===== config.mk =====
export PLATFORM = sky130hd
export DESIGN_NAME = uart_frame_link
export DESIGN_NICKNAME = d
export VERILOG_FILES = /design/src/rtl/uart_link_pkg.sv /design/src/rtl/uart_frame_tx.sv /design/src/rtl/uart_frame_link.sv
export SDC_FILE = /design/constraint.sdc
export NUM_CORES = 1
export LEC_CHECK = 0
export ABC_AREA = 0
export CORE_MARGIN = 2
export CORE_UTILIZATION = 50
export DETAILED_ROUTE_END_ITERATION = 6
export PLACE_DENSITY_LB_ADDON = 0.05
export SYNTH_ARGS = -nofsm -noshare
export SYNTH_HDL_FRONTEND = slang
export SYNTH_HIERARCHICAL = 1
export SYNTH_SLANG_ARGS = --single-unit

===== constraint.sdc =====
create_clock -name clk -period 6.15 [get_ports clk]
set_clock_uncertainty 0.15 [all_clocks]
set_input_delay 1.5375 -clock clk [delete_from_list [all_inputs] [get_ports clk]]
set_output_delay 1.5375 -clock clk [all_outputs]
set_load 0.005 [all_outputs]

===== src/rtl/uart_link_pkg.sv =====
// Shared constants and types for the framed UART link.
//   - SYNC / TYPE byte values for both directions
//   - rx_state_t / tx_state_t FSM encodings
//   - nbytes(w): number of payload bytes needed to carry a w-bit value
package uart_link_pkg;

  localparam logic [7:0] RX_SYNC      = 8'hA5;
  localparam logic [7:0] RX_TYPE_SW   = 8'h01;
  localparam logic [7:0] RX_TYPE_BTN  = 8'h02;
  localparam logic [7:0] TX_SYNC      = 8'h5A;
  localparam logic [7:0] TX_TYPE_LED  = 8'h81;
  localparam logic [7:0] TX_TYPE_ELEM = 8'h82;

  typedef enum logic [1:0] {
    R_IDLE,
    R_TYPE,
    R_PAY,
    R_CSUM
  } rx_state_t;

  typedef enum logic [2:0] {
    T_IDLE,
    T_SYNC,
    T_TYPE,
    T_PAY,
    T_CSUM
  } tx_state_t;

  function automatic int nbytes(input int w);
    return (w + 7) / 8;
  endfunction

endpackage


===== src/rtl/uart_frame_tx.sv =====
// TX half of the framed link: change detection, round-robin arbitration
// and the frame serialiser.
//
// state  | meaning
// T_IDLE | nothing pending, tx_valid low
// T_SYNC | presenting 0x5A
// T_TYPE | presenting 0x81 (LED) or 0x82 (element)
// T_PAY  | presenting snapshot bytes, LS byte first
// T_CSUM | presenting XOR of TYPE and payload bytes
//
// Ports:
//   clk, rst_n      clock, synchronous active-low reset
//   ena             0 freezes every register
//   led_data        LED state to report
//   element_data    segment/anode state to report
//   tx_data/valid   byte stream to UART TX, held stable until tx_ready
//   tx_ready        UART TX accepts the presented byte
module uart_frame_tx
  import uart_link_pkg::*;
#(
  parameter int LED_COUNT      = 16,
  parameter int ELEMENT_COUNT  = 12,
  parameter int REFRESH_CYCLES = 0
) (
  input  logic                     clk,
  input  logic                     rst_n,
  input  logic                     ena,
  input  logic [LED_COUNT-1:0]     led_data,
  input  logic [ELEMENT_COUNT-1:0] element_data,
  output logic [7:0]               tx_data,
  output logic                     tx_valid,
  input  logic                     tx_ready
);

  localparam int LED_NB  = nbytes(LED_COUNT);
  localparam int ELEM_NB = nbytes(ELEMENT_COUNT);
  localparam int PAY_NB  = (LED_NB > ELEM_NB) ? LED_NB : ELEM_NB;
  localparam int PAY_W   = 8 * PAY_NB;
  localparam logic [2:0] LED_LAST  = 3'(LED_NB - 1);
  localparam logic [2:0] ELEM_LAST = 3'(ELEM_NB - 1);

  tx_state_t                state, state_nxt;
  logic                     led_pend, elem_pend;
  logic                     last_elem;   // type served by the most recent frame
  logic                     cur_elem;    // type of the frame in flight
  logic                     start, pick_elem, any_pend, byte_fire, refresh_tick;
  logic [LED_COUNT-1:0]     led_snap;
  logic [ELEMENT_COUNT-1:0] elem_snap;
  logic [2:0]               idx, last_idx;
  logic [7:0]               csum, pay_byte;
  logic [PAY_W-1:0]         pay_vec;

  generate
    if (REFRESH_CYCLES > 0) begin : g_refresh
      localparam int RW = (REFRESH_CYCLES > 1) ? $clog2(REFRESH_CYCLES) : 1;
      logic [RW-1:0] refresh_cnt;
      always_ff @(posedge clk) begin
        if (!rst_n) begin
          refresh_cnt <= RW'(REFRESH_CYCLES - 1);
        end else if (ena) begin
          if (refresh_cnt == '0) refresh_cnt <= RW'(REFRESH_CYCLES - 1);
          else                   refresh_cnt <= refresh_cnt - 1'b1;
        end
      end
      assign refresh_tick = ena && (refresh_cnt == '0);
    end else begin : g_no_refresh
      assign refresh_tick = 1'b0;
    end
  endgenerate

  assign any_pend  = led_pend | elem_pend;
  // With both pending, the type that did not go out last wins.
  assign pick_elem = elem_pend && (!led_pend || !last_elem);
  assign byte_fire = tx_valid && tx_ready && ena;
  assign last_idx  = cur_elem ? ELEM_LAST : LED_LAST;
  assign pay_vec   = cur_elem ? PAY_W'(elem_snap) : PAY_W'(led_snap);

  always_comb begin
    pay_byte = 8'h00;
    for (int i = 0; i < PAY_NB; i++) begin
      if (idx == 3'(i)) pay_byte = pay_vec[i*8 +: 8];
    end
  end

  // Output byte is a pure function of registered state, so it cannot move
  // while the handshake is stalled.
  always_comb begin
    tx_data  = 8'h00;
    tx_valid = 1'b1;
    case (state)
      T_SYNC:  tx_data = TX_SYNC;
      T_TYPE:  tx_data = cur_elem ? TX_TYPE_ELEM : TX_TYPE_LED;
      T_PAY:   tx_data = pay_byte;
      T_CSUM:  tx_data = csum;
      default: tx_valid = 1'b0;
    endcase
  end

  always_comb begin
    state_nxt = state;
    start     = 1'b0;
    case (state)
      T_IDLE: begin
        if (any_pend) begin
          start     = 1'b1;
          state_nxt = T_SYNC;
        end
      end
      T_SYNC: if (byte_fire) state_nxt = T_TYPE;
      T_TYPE: if (byte_fire) state_nxt = T_PAY;
      T_PAY:  if (byte_fire && idx == last_idx) state_nxt = T_CSUM;
      T_CSUM: begin
        if (byte_fire) begin
          if (any_pend) begin
            start     = 1'b1;
            state_nxt = T_SYNC;
          end else begin
            state_nxt = T_IDLE;
          end
        end
      end
      default: state_nxt = T_IDLE;
    endcase
  end

  always_ff @(posedge clk) begin
    if (!rst_n) begin
      state     <= T_IDLE;
      led_pend  <= 1'b1;
      elem_pend <= 1'b1;
      last_elem <= 1'b1;
      cur_elem  <= 1'b0;
      led_snap  <= '0;
      elem_snap <= '0;
      idx       <= '0;
      csum      <= '0;
    end else if (ena) begin
      state <= state_nxt;

      if (start) begin
        cur_elem  <= pick_elem;
        last_elem <= pick_elem;
        idx       <= '0;
        csum      <= pick_elem ? TX_TYPE_ELEM : TX_TYPE_LED;
        if (pick_elem) elem_snap <= element_data;
        else           led_snap  <= led_data;
      end else if (state == T_PAY && byte_fire) begin
        idx  <= idx + 1'b1;
        csum <= csum ^ pay_byte;
      end

      // Pending tracks "input differs from what was last framed"; a change
      // during a frame of the same type re-arms it against the snapshot.
      if (start && !pick_elem)                           led_pend <= 1'b0;
      else if (refresh_tick || (led_data != led_snap))   led_pend <= 1'b1;

      if (start && pick_elem)                            elem_pend <= 1'b0;
      else if (refresh_tick || (element_data != elem_snap)) elem_pend <= 1'b1;
    end
  end

endmodule


===== src/rtl/uart_frame_link.sv =====
// Framed, checksummed byte protocol between the UART byte core and board I/O.
// RX parses host frames (A5, TYPE, payload LS-first, XOR checksum) into the
// switch and button registers; TX reports LED and element state on change or
// periodic refresh (see uart_frame_tx).
//
// state  | meaning
// R_IDLE | hunting for 0xA5, other bytes dropped
// R_TYPE | expecting 0x01 (switches) or 0x02 (buttons)
// R_PAY  | collecting payload bytes, LS byte first
// R_CSUM | expecting XOR of TYPE and payload
//
// Ports:
//   clk, rst_n        clock, synchronous active-low reset
//   ena               0 freezes all state
//   rx_data/valid     received byte; rx_ready = ena
//   tx_data/valid     byte to UART TX; tx_ready accepts it
//   led_data          LED state to report
//   element_data      segment/anode state to report
//   switch_data       host-written switch register
//   button_data       host-written button register
//   frame_err         one-cycle pulse per rejected RX frame
//   err_count         rejected frames, saturating at 255
module uart_frame_link
  import uart_link_pkg::*;
#(
  parameter int SWITCH_COUNT   = 16,
  parameter int BUTTON_COUNT   = 5,
  parameter int LED_COUNT      = 16,
  parameter int ELEMENT_COUNT  = 12,
  parameter int TIMEOUT_CYCLES = 50000,
  parameter int REFRESH_CYCLES = 0
) (
  input  logic                     clk,
  input  logic                     rst_n,
  input  logic                     ena,
  input  logic [7:0]               rx_data,
  input  logic                     rx_valid,
  output logic                     rx_ready,
  output logic [7:0]               tx_data,
  output logic                     tx_valid,
  input  logic                     tx_ready,
  input  logic [LED_COUNT-1:0]     led_data,
  input  logic [ELEMENT_COUNT-1:0] element_data,
  output logic [SWITCH_COUNT-1:0]  switch_data,
  output logic [BUTTON_COUNT-1:0]  button_data,
  output logic                     frame_err,
  output logic [7:0]               err_count
);

  localparam int SW_NB  = nbytes(SWITCH_COUNT);
  localparam int BTN_NB = nbytes(BUTTON_COUNT);
  localparam int RX_NB  = (SW_NB > BTN_NB) ? SW_NB : BTN_NB;
  localparam int RX_W   = 8 * RX_NB;
  localparam int TW     = (TIMEOUT_CYCLES > 1) ? $clog2(TIMEOUT_CYCLES) : 1;
  localparam logic [2:0]    SW_LAST  = 3'(SW_NB - 1);
  localparam logic [2:0]    BTN_LAST = 3'(BTN_NB - 1);
  localparam logic [TW-1:0] TMO_LOAD = TW'(TIMEOUT_CYCLES - 1);

  rx_state_t   rx_state, rx_state_nxt;
  logic        rx_fire, is_btn, err_nxt, commit;
  logic [2:0]  byte_idx, last_idx;
  logic [7:0]  csum;
  logic [RX_W-1:0] rx_buf;
  logic [TW-1:0]   tmo_cnt;

  assign rx_ready = ena;
  assign rx_fire  = rx_valid && ena;
  assign last_idx = is_btn ? BTN_LAST : SW_LAST;

  always_comb begin
    rx_state_nxt = rx_state;
    err_nxt      = 1'b0;
    commit       = 1'b0;
    // An arriving byte on the terminal cycle still counts as in time.
    if (rx_state != R_IDLE && !rx_fire && tmo_cnt == '0) begin
      err_nxt      = 1'b1;
      rx_state_nxt = R_IDLE;
    end else if (rx_fire) begin
      case (rx_state)
        R_IDLE: if (rx_data == RX_SYNC) rx_state_nxt = R_TYPE;
        R_TYPE: begin
          if (rx_data == RX_TYPE_SW || rx_data == RX_TYPE_BTN) begin
            rx_state_nxt = R_PAY;
          end else begin
            err_nxt      = 1'b1;
            rx_state_nxt = R_IDLE;
          end
        end
        R_PAY: if (byte_idx == last_idx) rx_state_nxt = R_CSUM;
        R_CSUM: begin
          rx_state_nxt = R_IDLE;
          if (rx_data == csum) commit  = 1'b1;
          else                 err_nxt = 1'b1;
        end
        default: rx_state_nxt = R_IDLE;
      endcase
    end
  end

  always_ff @(posedge clk) begin
    if (!rst_n) begin
      rx_state    <= R_IDLE;
      is_btn      <= 1'b0;
      byte_idx    <= '0;
      csum        <= '0;
      rx_buf      <= '0;
      tmo_cnt     <= TMO_LOAD;
      switch_data <= '0;
      button_data <= '0;
      err_count   <= '0;
    end else if (ena) begin
      rx_state <= rx_state_nxt;

      if (rx_fire)                          tmo_cnt <= TMO_LOAD;
      else if (rx_state != R_IDLE && tmo_cnt != '0) tmo_cnt <= tmo_cnt - 1'b1;

      if (rx_fire && rx_state == R_TYPE) begin
        is_btn   <= (rx_data == RX_TYPE_BTN);
        byte_idx <= '0;
        csum     <= rx_data;
      end

      if (rx_fire && rx_state == R_PAY) begin
        byte_idx <= byte_idx + 1'b1;
        csum     <= csum ^ rx_data;
        for (int i = 0; i < RX_NB; i++) begin
          if (byte_idx == 3'(i)) rx_buf[i*8 +: 8] <= rx_data;
        end
      end

      // Truncation to the register width drops the unused MS payload bits.
      if (commit) begin
        if (is_btn) button_data <= rx_buf[BUTTON_COUNT-1:0];
        else        switch_data <= rx_buf[SWITCH_COUNT-1:0];
      end

      if (err_nxt && err_count != 8'hFF) err_count <= err_count + 1'b1;
    end
  end

  // Kept outside the ena gate so a pulse never stretches across a freeze.
  always_ff @(posedge clk) begin
    if (!rst_n) frame_err <= 1'b0;
    else        frame_err <= err_nxt && ena;
  end

  uart_frame_tx #(
    .LED_COUNT      (LED_COUNT),
    .ELEMENT_COUNT  (ELEMENT_COUNT),
    .REFRESH_CYCLES (REFRESH_CYCLES)
  ) u_tx (
    .clk          (clk),
    .rst_n        (rst_n),
    .ena          (ena),
    .led_data     (led_data),
    .element_data (element_data),
    .tx_data      (tx_data),
    .tx_valid     (tx_valid),
    .tx_ready     (tx_ready)
  );

endmodule

==> run_results.csv, run 1 <==
group,metric,value,unit
synthesis,synth_area,0.00623,sq mm
power_and_ir_drop,p_per_area,264,mW/mm^2
cts,clk_pin_slew_worst_paths,0.05,ns
sta,timing.final.crit_share,74.6,%
cts,cts-hold-fix-buffers,0,
sta,fin_setup_tns,0,ns
sta,max_slew_margin,29.3,%
synthesis,synth.area.top_cells,"dfxtp_1 39%, mux2i_1 8.2%, a21oi_1 5.7%",
final_layout,num_antenna_cells,0,
sta,setup_slack,1.56,ns
setup_path,critical-path-top-delay-family,"flip-flops",
floorplan,num_rows,40,
grt,grt_pass1_wl,25800,microns
route,drt_first_pass_iters,5,
cts,numCtsBuffers,17,
floorplan,ios,81,
setup_path,crit_top_cell,"o22ai_1",
final_layout,nets,842,
synthesis,synth.top_cell.area_share,39.2,%
power_and_ir_drop,p_leak,2.59,nW
setup_path,crit_chain,"mux2i_1 -> o22ai_1 -> a21oi_1 -> o22ai_1 -> clkdlybuf4s50_1",
final_layout,postLayoutCoreUtil,63.3,%
sta,slew_violations,0,
setup_path,required,4.46,ns
setup_path,cp-end-kind,"output pin",
flow_run,drv_cap,0,
synthesis,ys_warn_count,6,
placed_design,io_buffer_count,80,
synthesis,avgSynthCellArea,8.47,sq um
sta,rsz0062_at_grt,"false",
sta,min_period,4.59,ns
cts,cts_sinks,122,
grt,grt_max_degree,59,
final_layout,drive_above_1_share,7.20,%
placed_design,dp_slack,1.66,ns
setup_path,crit_buf_inv,1,
route,ant_nets,0,
cts,root_buffer,"clkbuf_16",
synthesis,synthesis.nets,786,
final_layout,synthToLayoutAreaGrowth,23.1,%
grt,grt-ovfl-total,0,
synthesis,synth-seq-cells,122,
floorplan,start_util,51.5,%
route,wl_met3,706,microns
cts,cts_tree,"built",
sta,max_slew.worst_pin.slew,1.06,ns
final_layout,fillCellCount,1074,
sta,fmax,218,MHz
route,wl_per_cell,15.7,microns
placed_design,placed_area,0.00708,sq mm
sta,setup_viol,0,
power_and_ir_drop,peakVddDrop,209,uV
sta,hold_viol,0,
setup_path,cpMaxStageDelayCell,"dfxtp_1",
placed_design,dpl.hpwl,10400,microns
final_layout,finalInstanceArea,0.00767,sq mm
synthesis,ys_types,65,
placed_design,gp_congestion,0.805,
worst_hold_path,hold_path.class,"flip-flop to flip-flop",
grt,track_usage,24.2,%
floorplan,fp.dieArea,0.0134,sq mm
route,viasPerCell,5.67,
route,num_vias,5518,
cts,cts.path.max_buffers,2,
cts,clk_latency,0.42,ns
grt,antenna_found_initial,0,
synthesis,async_reset_ff_share,0,%
run_status,status,"complete, no violations",
cts,post_cts_resized,0,
route,maxUsedRoutingLayer,"met4",
cts,post_cts_buffers,0,
setup_path,slowest_delay,0.96,ns
setup_path,crit_path_max_fanout,22,
route,drtIter0Drc,401,
grt,grt_pass1_vias,5239,
synthesis,yosys_most_used_dff,"dfxtp_1",
floorplan,die_x,116,microns
setup_path,crit_arrival,2.90,ns
route,wl,15300,microns
cts,htreeDepth,4,
floorplan,die_h,116,microns
synthesis,synth_seq_area_share,39.2,%
synthesis,synthCells,736,
floorplan,core-area,0.0121,sq mm
route,wl_met2,7230,microns
synthesis,netlist.top_cell.by_area,"dfxtp_1",
synthesis,synth_edf_count,0,
setup_path,critical_path_class,"flip-flop to output pin",
route,drc,0,
route,drt-met1-wl,7070,microns
setup_path,start_kind,"flip-flop",
cell usage after synthesis (4+ instances only):
library cell  count
nand4b_1          4
nand2b_1         12
nor2_1           71
nor3_1            7
o22ai_1           6
xnor2_1          38
o21ai_0          58
nand2_1          54
inv_1            15
nor4_1            5
ha_1              9
buf_2            20
o211ai_1          5
a22oi_1           5
dfxtp_1         122
nor3b_1           4
nand3_1          43
nand4_1          13
clkbuf_1         28
and3_1            5
a21oi_1          71
mux2i_1          51
or3_1             5
o31ai_1           5
xor2_1           16
registers in the layout, indices dropped and copies added, names as in the netlist, 5 cells and up:
| register | flops |
|---|---|
| u_tx/elem_snap | 12 |
| u_tx/led_snap | 16 |
| u_tx/csum | 8 |
| switch_data | 16 |
| err_count | 8 |
| rx_buf | 16 |
| csum | 8 |
| tmo_cnt | 16 |
| button_data | 5 |
cells in the final DEF, fill, tap and decap left out, drive strengths merged, types with 4 or more instances in the layout:
cell / n
dfxtp: 122
clkdlybuf4s50: 80
nor2: 73
a21oi: 71
o21ai: 59
nand2: 54
mux2i: 51
nand3: 43
xnor2: 38
clkbuf: 20
inv: 17
xor2: 16
nand4: 15
nand2b: 12
ha: 9
buf: 9
nor3: 7
o22ai: 7
nor4: 7
o211ai: 6
a221oi: 6
and3: 5
or3: 5
o31ai: 5
a22oi: 5
nor3b: 5
clkinv: 5
nand4b: 4
clkinvlp: 4
or2: 4
worst min-delay path, cell delays in order (launching register included):
cell	delay, ns
dfxtp_1	0.31
nand2_1	0.05
mux2i_1	0.05
through the flow:
stage	total power, mW	hold WS, ns	instances
finish	2.03	0.320	973
global route	2.10	0.354	973
CTS	2.04	0.322	973
detailed placement	1.04	0.316	941
global placement	1.04	0.300	941
floorplan	0.968	0.293	736
where the power goes:
group,switching (mW),total [mW],internal [mW]
Sequential,0.0233,0.832,0.808
Clock,0.379,0.999,0.621
Combinational,0.112,0.198,0.0853
Total,0.514,2.03,1.51
final timing paths:
check	startpoint	to	slack, ns	cells after the start
max	u_tx/cur_elem$_SDFFE_PN0P_	tx_data[1]	1.56	5
min	u_tx/csum[2]$_SDFFE_PN0P_	u_tx/csum[2]$_SDFFE_PN0P_	0.32	2
max reg2reg	u_tx/state[1]$_SDFFE_PN0P_	u_tx/csum[4]$_SDFFE_PN0P_	3.44	4
min reg2reg	u_tx/csum[2]$_SDFFE_PN0P_	u_tx/csum[2]$_SDFFE_PN0P_	0.32	2
cell type report:
cell class | instances | area [sq um] | area share [%]
Multi-Input combinational cell | 546 | 3490 | 45.6
Sequential cell | 122 | 2440 | 31.8
Timing Repair Buffer | 89 | 868 | 11.3
Clock buffer | 20 | 457 | 5.95
Tap cell | 168 | 210 | 2.74
Clock inverter | 12 | 139 | 1.81
Inverter | 16 | 60.1 | 0.783
cell families after synthesis:
group / count (synthesis) / share of synthesized area [%]
adder cells (fa/ha/maj): 9 / 1.81
AND/OR/NAND/NOR: 250 / 20.7
flip-flops: 122 / 39.2
AO/OA/AOI/OAI: 182 / 17.8
XOR/XNOR: 54 / 7.59
multiplexers: 51 / 8.19
buffers and inverters: 68 / 4.74
metal layers:
metal | track usage, % | vias up
met5 | 0 | -
met1 | 31.7 | 2608
li1 | - | 2738
met4 | 8.17 | 0
met3 | 6.38 | 27
met2 | 38.9 | 145
Note: power is estimated with default switching activity, not from simulation.
==> inputs of run 2 (changes only) <==
clock period = 4.42 ns   (was 6.15 ns; I/O delays follow)
==> run 2 against run 1 <==
Effect of this change:
- combinational power is 42% higher
- cell count is 0.62% higher
- worst setup slack worse by 1.2 ns
- utilization up 0.37 points
- critical path depth grew 2
- clock power is 39% higher
- first-iteration DRC count up 16%
- sequential cell count stayed put
- largest power group unchanged
==> run_results.csv, run 2 (synthesis results as in run 1) <==
group,metric,value,unit
grt,antenna_found_initial,0,
final_layout,nets,848,
grt,grt-ovfl-total,0,
flow_run,drv_cap,0,
floorplan,start_util,51.5,%
floorplan,die_h,116,microns
cts,cts-hold-fix-buffers,0,
floorplan,fp.dieArea,0.0134,sq mm
grt,grt_pass1_wl,26000,microns
placed_design,numPlacedInstances,947,
sta,max_slew_margin,28.5,%
floorplan,die_x,116,microns
cts,post_cts_buffers,0,
sta,slew_violations,0,
sta,timing.final.crit_share,91.7,%
final_layout,final_common_cell,"dfxtp_1",
floorplan,ios,81,
sta,setup_viol,0,
cts,numCtsBuffers,17,
grt,grt_pass1_vias,5385,
floorplan,num_rows,40,
cts,htreeDepth,4,
cts,post_cts_resized,0,
placed_design,gp_congestion,0.824,
final_layout,final_cell_mix,"122 x dfxtp_1, 80 x clkdlybuf4s50_1, 71 x nor2_1, 71 x a21oi_1, 58 x o21ai_0",
cts,cts_sinks,122,
sta,fmax,247,MHz
sta,max_slew.worst_pin.slew,1.07,ns
grt,grt_max_degree,58,
placed_design,placed_area,0.00712,sq mm
cts,clk_latency,0.41,ns
cts,cts_tree,"built",
route,viasPerCell,5.72,
power_and_ir_drop,p_per_area,366,mW/mm^2
cts,clk_pin_slew_worst_paths,0.06,ns
cts,cts.path.max_buffers,2,
power_and_ir_drop,p_total,2.83,mW
final_layout,num_antenna_cells,0,
final_layout,synthToLayoutAreaGrowth,23.8,%
placed_design,dpl.hpwl,11000,microns
setup_path,crit_arrival,2.80,ns
final_layout,finalInstanceArea,0.00772,sq mm
final_layout,final_cells,979,
sta,hold_viol,0,
setup_path,crit_path_max_fanout,4,
setup_path,critical_path_class,"flip-flop to output pin",
route,wl_per_cell,16.4,microns
route,drc,0,
run_status,status,"complete, no violations",
setup_path,cp-end-kind,"output pin",
grt,track_usage,24.6,%
route,wl,16000,microns
route,drtIter0Drc,467,
worst_hold_path,hold_path.class,"flip-flop to flip-flop",
sta,rsz0062_at_grt,"false",
final_layout,postLayoutCoreUtil,63.7,%
floorplan,core-area,0.0121,sq mm
sta,fin_setup_tns,0,ns
final_layout,drive_above_1_share,7.89,%
route,ant_nets,0,
power_and_ir_drop,p_leak,2.63,nW
placed_design,io_buffer_count,80,
route,num_vias,5597,
power_and_ir_drop,peakVddDrop,255,uV
setup_path,required,3.16,ns
sta,min_period,4.06,ns
route,drt_first_pass_iters,4,
setup_path,start_kind,"flip-flop",
cts,root_buffer,"clkbuf_16",
[run 2: changes by cell type in the layout (fill, tap and decap cells not counted), sizes merged]
cell / before / now
buf: 9 / 15
[run 2: critical path, cell delays in order, from the launching register on]
cell             delay, ns
dfxtp_1               0.35
inv_1                 0.07
ha_1                  0.24
or3b_2                0.52
o22ai_1               0.32
a21oi_1               0.12
o22ai_1               0.22
clkdlybuf4s50_1       0.54
[run 2: path summary, 6_finish.rpt]
check                            start                   endpoint  slack, ns  depth (start not counted)
max           u_tx/idx[1]$_SDFFE_PN0P_                 tx_data[1]       0.36                          7
min reg2reg  u_tx/csum[2]$_SDFFE_PN0P_  u_tx/csum[2]$_SDFFE_PN0P_       0.32                          2
max reg2reg    tmo_cnt[0]$_SDFFE_PN1P_  err_count[7]$_SDFFE_PN0P_       1.91                          8
min          u_tx/csum[2]$_SDFFE_PN0P_  u_tx/csum[2]$_SDFFE_PN0P_       0.32                          2
[run 2: where the power goes]
| group | leakage, nW | total [mW] | internal, mW | switching (mW) |
|---|---|---|---|---|
| logic | 1.36 | 0.282 | 0.122 | 0.160 |
| clock network | 0.279 | 1.39 | 0.864 | 0.521 |
| registers | 0.987 | 1.16 | 1.12 | 0.0337 |
[run 2: final cells by class]
class / count / area (sq um)
fillers: 1042 / 4400
well taps: 168 / 210
clock inverters: 12 / 139
flip-flops and latches: 122 / 2440
multi-input cells: 546 / 3490
inverters: 16 / 60.1
clock buffers: 20 / 457
repair buffers: 95 / 913
[run 2: stage by stage]
| stage | setup slack [ns] | hold WS (ns) |
|---|---|---|
| 6_report | 0.365 | 0.323 |
| 5_1_grt | 0.205 | 0.343 |
| 4_1_cts | 0.358 | 0.322 |
| 3_5_place_dp | 0.814 | 0.317 |
| 3_3_place_gp | 0.867 | 0.300 |
| 2_1_floorplan | 1.56 | 0.293 |
[run 2: metal layers]
metal	track usage, %	vias up	wire [microns]
li1	-	2743	-
met1	29.2	2696	6990
met2	42.7	140	8110
met3	7.11	18	712
met4	7.94	0	214
met5	0	-	0
==> inputs of run 3 (changes only) <==
CTS_BUF_LIST = sky130_fd_sc_hd__clkbuf_4 sky130_fd_sc_hd__clkbuf_8   (was default)
==> run 3 against run 2 <==
Effect of this change:
- worst setup slack worse by 0.011 ns
- critical path depth stayed put
- cell count unchanged
- count of clock-buffer cells in the layout did not move
- sequential power barely moved
- final area shrank 2.4%
- non-clock buffer count stayed put
- hold slack gained 0.0024 ns
- maximum frequency down 0.26%
- via count shrank 0.46%
- critical endpoint unchanged
- largest cell class unchanged
==> run_results.csv, run 3 (synthesis results as in run 1) <==
group,metric,value,unit
run_status,status,"complete, no violations",
grt,antenna_found_initial,0,
placed_design,io_buffer_count,80,
setup_path,crit_path_max_fanout,4,
final_layout,drive_above_1_share,8.01,%
final_layout,fillCellCount,1066,
floorplan,start_util,51.5,%
power_and_ir_drop,peakVddDrop,264,uV
sta,fmax,246,MHz
worst_hold_path,whs_endpoint,"u_tx/csum[3]$_SDFFE_PN0P_",
final_layout,finalInstanceArea,0.00753,sq mm
floorplan,ios,81,
worst_hold_path,hold_path.class,"flip-flop to flip-flop",
setup_path,rr_endpoint,"err_count[7]$_SDFFE_PN0P_",
setup_path,ff2ff_path_depth,8,
floorplan,die_h,116,microns
floorplan,die_x,116,microns
final_layout,synthToLayoutAreaGrowth,20.8,%
final_layout,final_cell_mix,"122 x dfxtp_1, 80 x clkdlybuf4s50_1, 71 x nor2_1, 71 x a21oi_1, 58 x o21ai_0",
cts,root_buffer,"clkbuf_8",
cts,cts_sinks,122,
route,wl_per_cell,16.1,microns
setup_path,crit_top_cell,"o22ai_1",
power_and_ir_drop,p_leak,2.54,nW
grt,grt_max_degree,58,
cts,numCtsBuffers,17,
cts,cts.path.max_buffers,2,
sta,rsz0062_at_grt,"false",
placed_design,placed_area,0.00712,sq mm
final_layout,num_antenna_cells,0,
grt,grt-ovfl-total,0,
sta,hold_viol,0,
grt,grt_pass1_wl,25800,microns
route,num_vias,5571,
placed_design,dpl.hpwl,11000,microns
grt,grt_pass1_vias,5359,
sta,fin_setup_tns,0,ns
route,drtIter0Drc,425,
grt,track_usage,24.3,%
final_layout,final_common_cell,"dfxtp_1",
placed_design,gp_congestion,0.824,
setup_path,required,3.16,ns
route,viasPerCell,5.69,
sta,slew_violations,0,
worst_hold_path,hold_depth,2,
route,ant_nets,0,
setup_path,crit_chain,"inv_1 -> ha_1 -> or3b_2 -> o22ai_1 -> a21oi_1 -> o22ai_1 -> clkdlybuf4s50_1",
cts,post_cts_resized,0,
route,drc,0,
sta,max_slew.worst_pin.slew,1.02,ns
setup_path,r2r_start,"tmo_cnt[0]$_SDFFE_PN1P_",
setup_path,crit_arrival,2.81,ns
cts,cts_tree,"built",
cts,clk_pin_slew_worst_paths,0.07,ns
sta,setup_viol,0,
floorplan,num_rows,40,
cts,cts-hold-fix-buffers,0,
setup_path,cpMaxStageDelayCell,"clkdlybuf4s50_1",
sta,timing.final.crit_share,92.0,%
floorplan,core-area,0.0121,sq mm
setup_path,cp-end-kind,"output pin",
cts,clk_latency,0.44,ns
power_and_ir_drop,p_per_area,325,mW/mm^2
setup_path,critical_path_class,"flip-flop to output pin",
setup_path,slowest_delay,0.54,ns
cts,htreeDepth,4,
final_layout,nets,848,
route,drt_first_pass_iters,5,
setup_path,rrSetupSlack,1.92,ns
setup_path,start_kind,"flip-flop",
sta,min_period,4.07,ns
sta,max_slew_margin,31.8,%
route,wl,15700,microns
worst_hold_path,min-delay-start,"u_tx/csum[3]$_SDFFE_PN0P_",
flow_run,drv_cap,0,
floorplan,fp.dieArea,0.0134,sq mm
cts,post_cts_buffers,0,
==> run 3: cell counts in the layout (fill, tap and decap cells not counted) <==
No cell type changed its count.
==> run 3: critical path, delay by kind of cell (launching register included) <==
kind | cells | cell delay (ns)
compound gates | 3 | 0.64
fa+ha+maj | 1 | 0.24
buf+inv | 2 | 0.61
flops | 1 | 0.35
simple gates | 1 | 0.52
==> run 3: how the worst max path moves through the flow <==
stage               slack (ns)                      endpoint                      from
floorplan                 1.56  switch_data[10]$_SDFFE_PN0P_                rx_data[1]
global placement          0.87     err_count[5]$_SDFFE_PN0P_                rx_data[2]
detailed placement        0.81                    tx_data[1]  u_tx/idx[1]$_SDFFE_PN0P_
CTS                       0.31                    tx_data[1]  u_tx/idx[1]$_SDFFE_PN0P_
global route              0.15                    tx_data[1]  u_tx/idx[1]$_SDFFE_PN0P_
finish                    0.35                    tx_data[1]  u_tx/idx[1]$_SDFFE_PN0P_
==> run 3: per-layer routing <==
metal	track usage (%)	vias up	wire (microns)
met5	0	-	0
met4	8.02	0	258
li1	-	2736	-
met2	42.0	155	7980
met1	29.1	2658	6760
met3	7.22	22	734
==> run 3: report_power, final <==
part	switching [mW]	internal (mW)
registers	0.0337	1.12
logic	0.159	0.122
clock network	0.471	0.541
==> run 3: cell type report <==
cell class / count / area (sq um) / share of cell area [%]
sequential: 122 / 2440 / 32.4
timing repair buffer: 95 / 913 / 12.1
clock inverter: 12 / 139 / 1.84
inverter: 16 / 60.1 / 0.798
tap: 168 / 210 / 2.79
multi-input combinational: 546 / 3490 / 46.4
clock buffer: 20 / 269 / 3.57
==> run 3: through the flow <==
step | worst slack, ns | power (mW) | hold WS, ns | instances | util (%)
after floorplan | 1.56 | 1.35 | 0.293 | 736 | -
final | 0.354 | 2.45 | 0.326 | 979 | 62.2
after global placement | 0.867 | 1.45 | 0.300 | 947 | 58.8
after CTS | 0.310 | 2.47 | 0.324 | 979 | 62.2
after detailed placement | 0.814 | 1.46 | 0.317 | 947 | 58.8
after global routing | 0.150 | 2.55 | 0.345 | 979 | 62.2
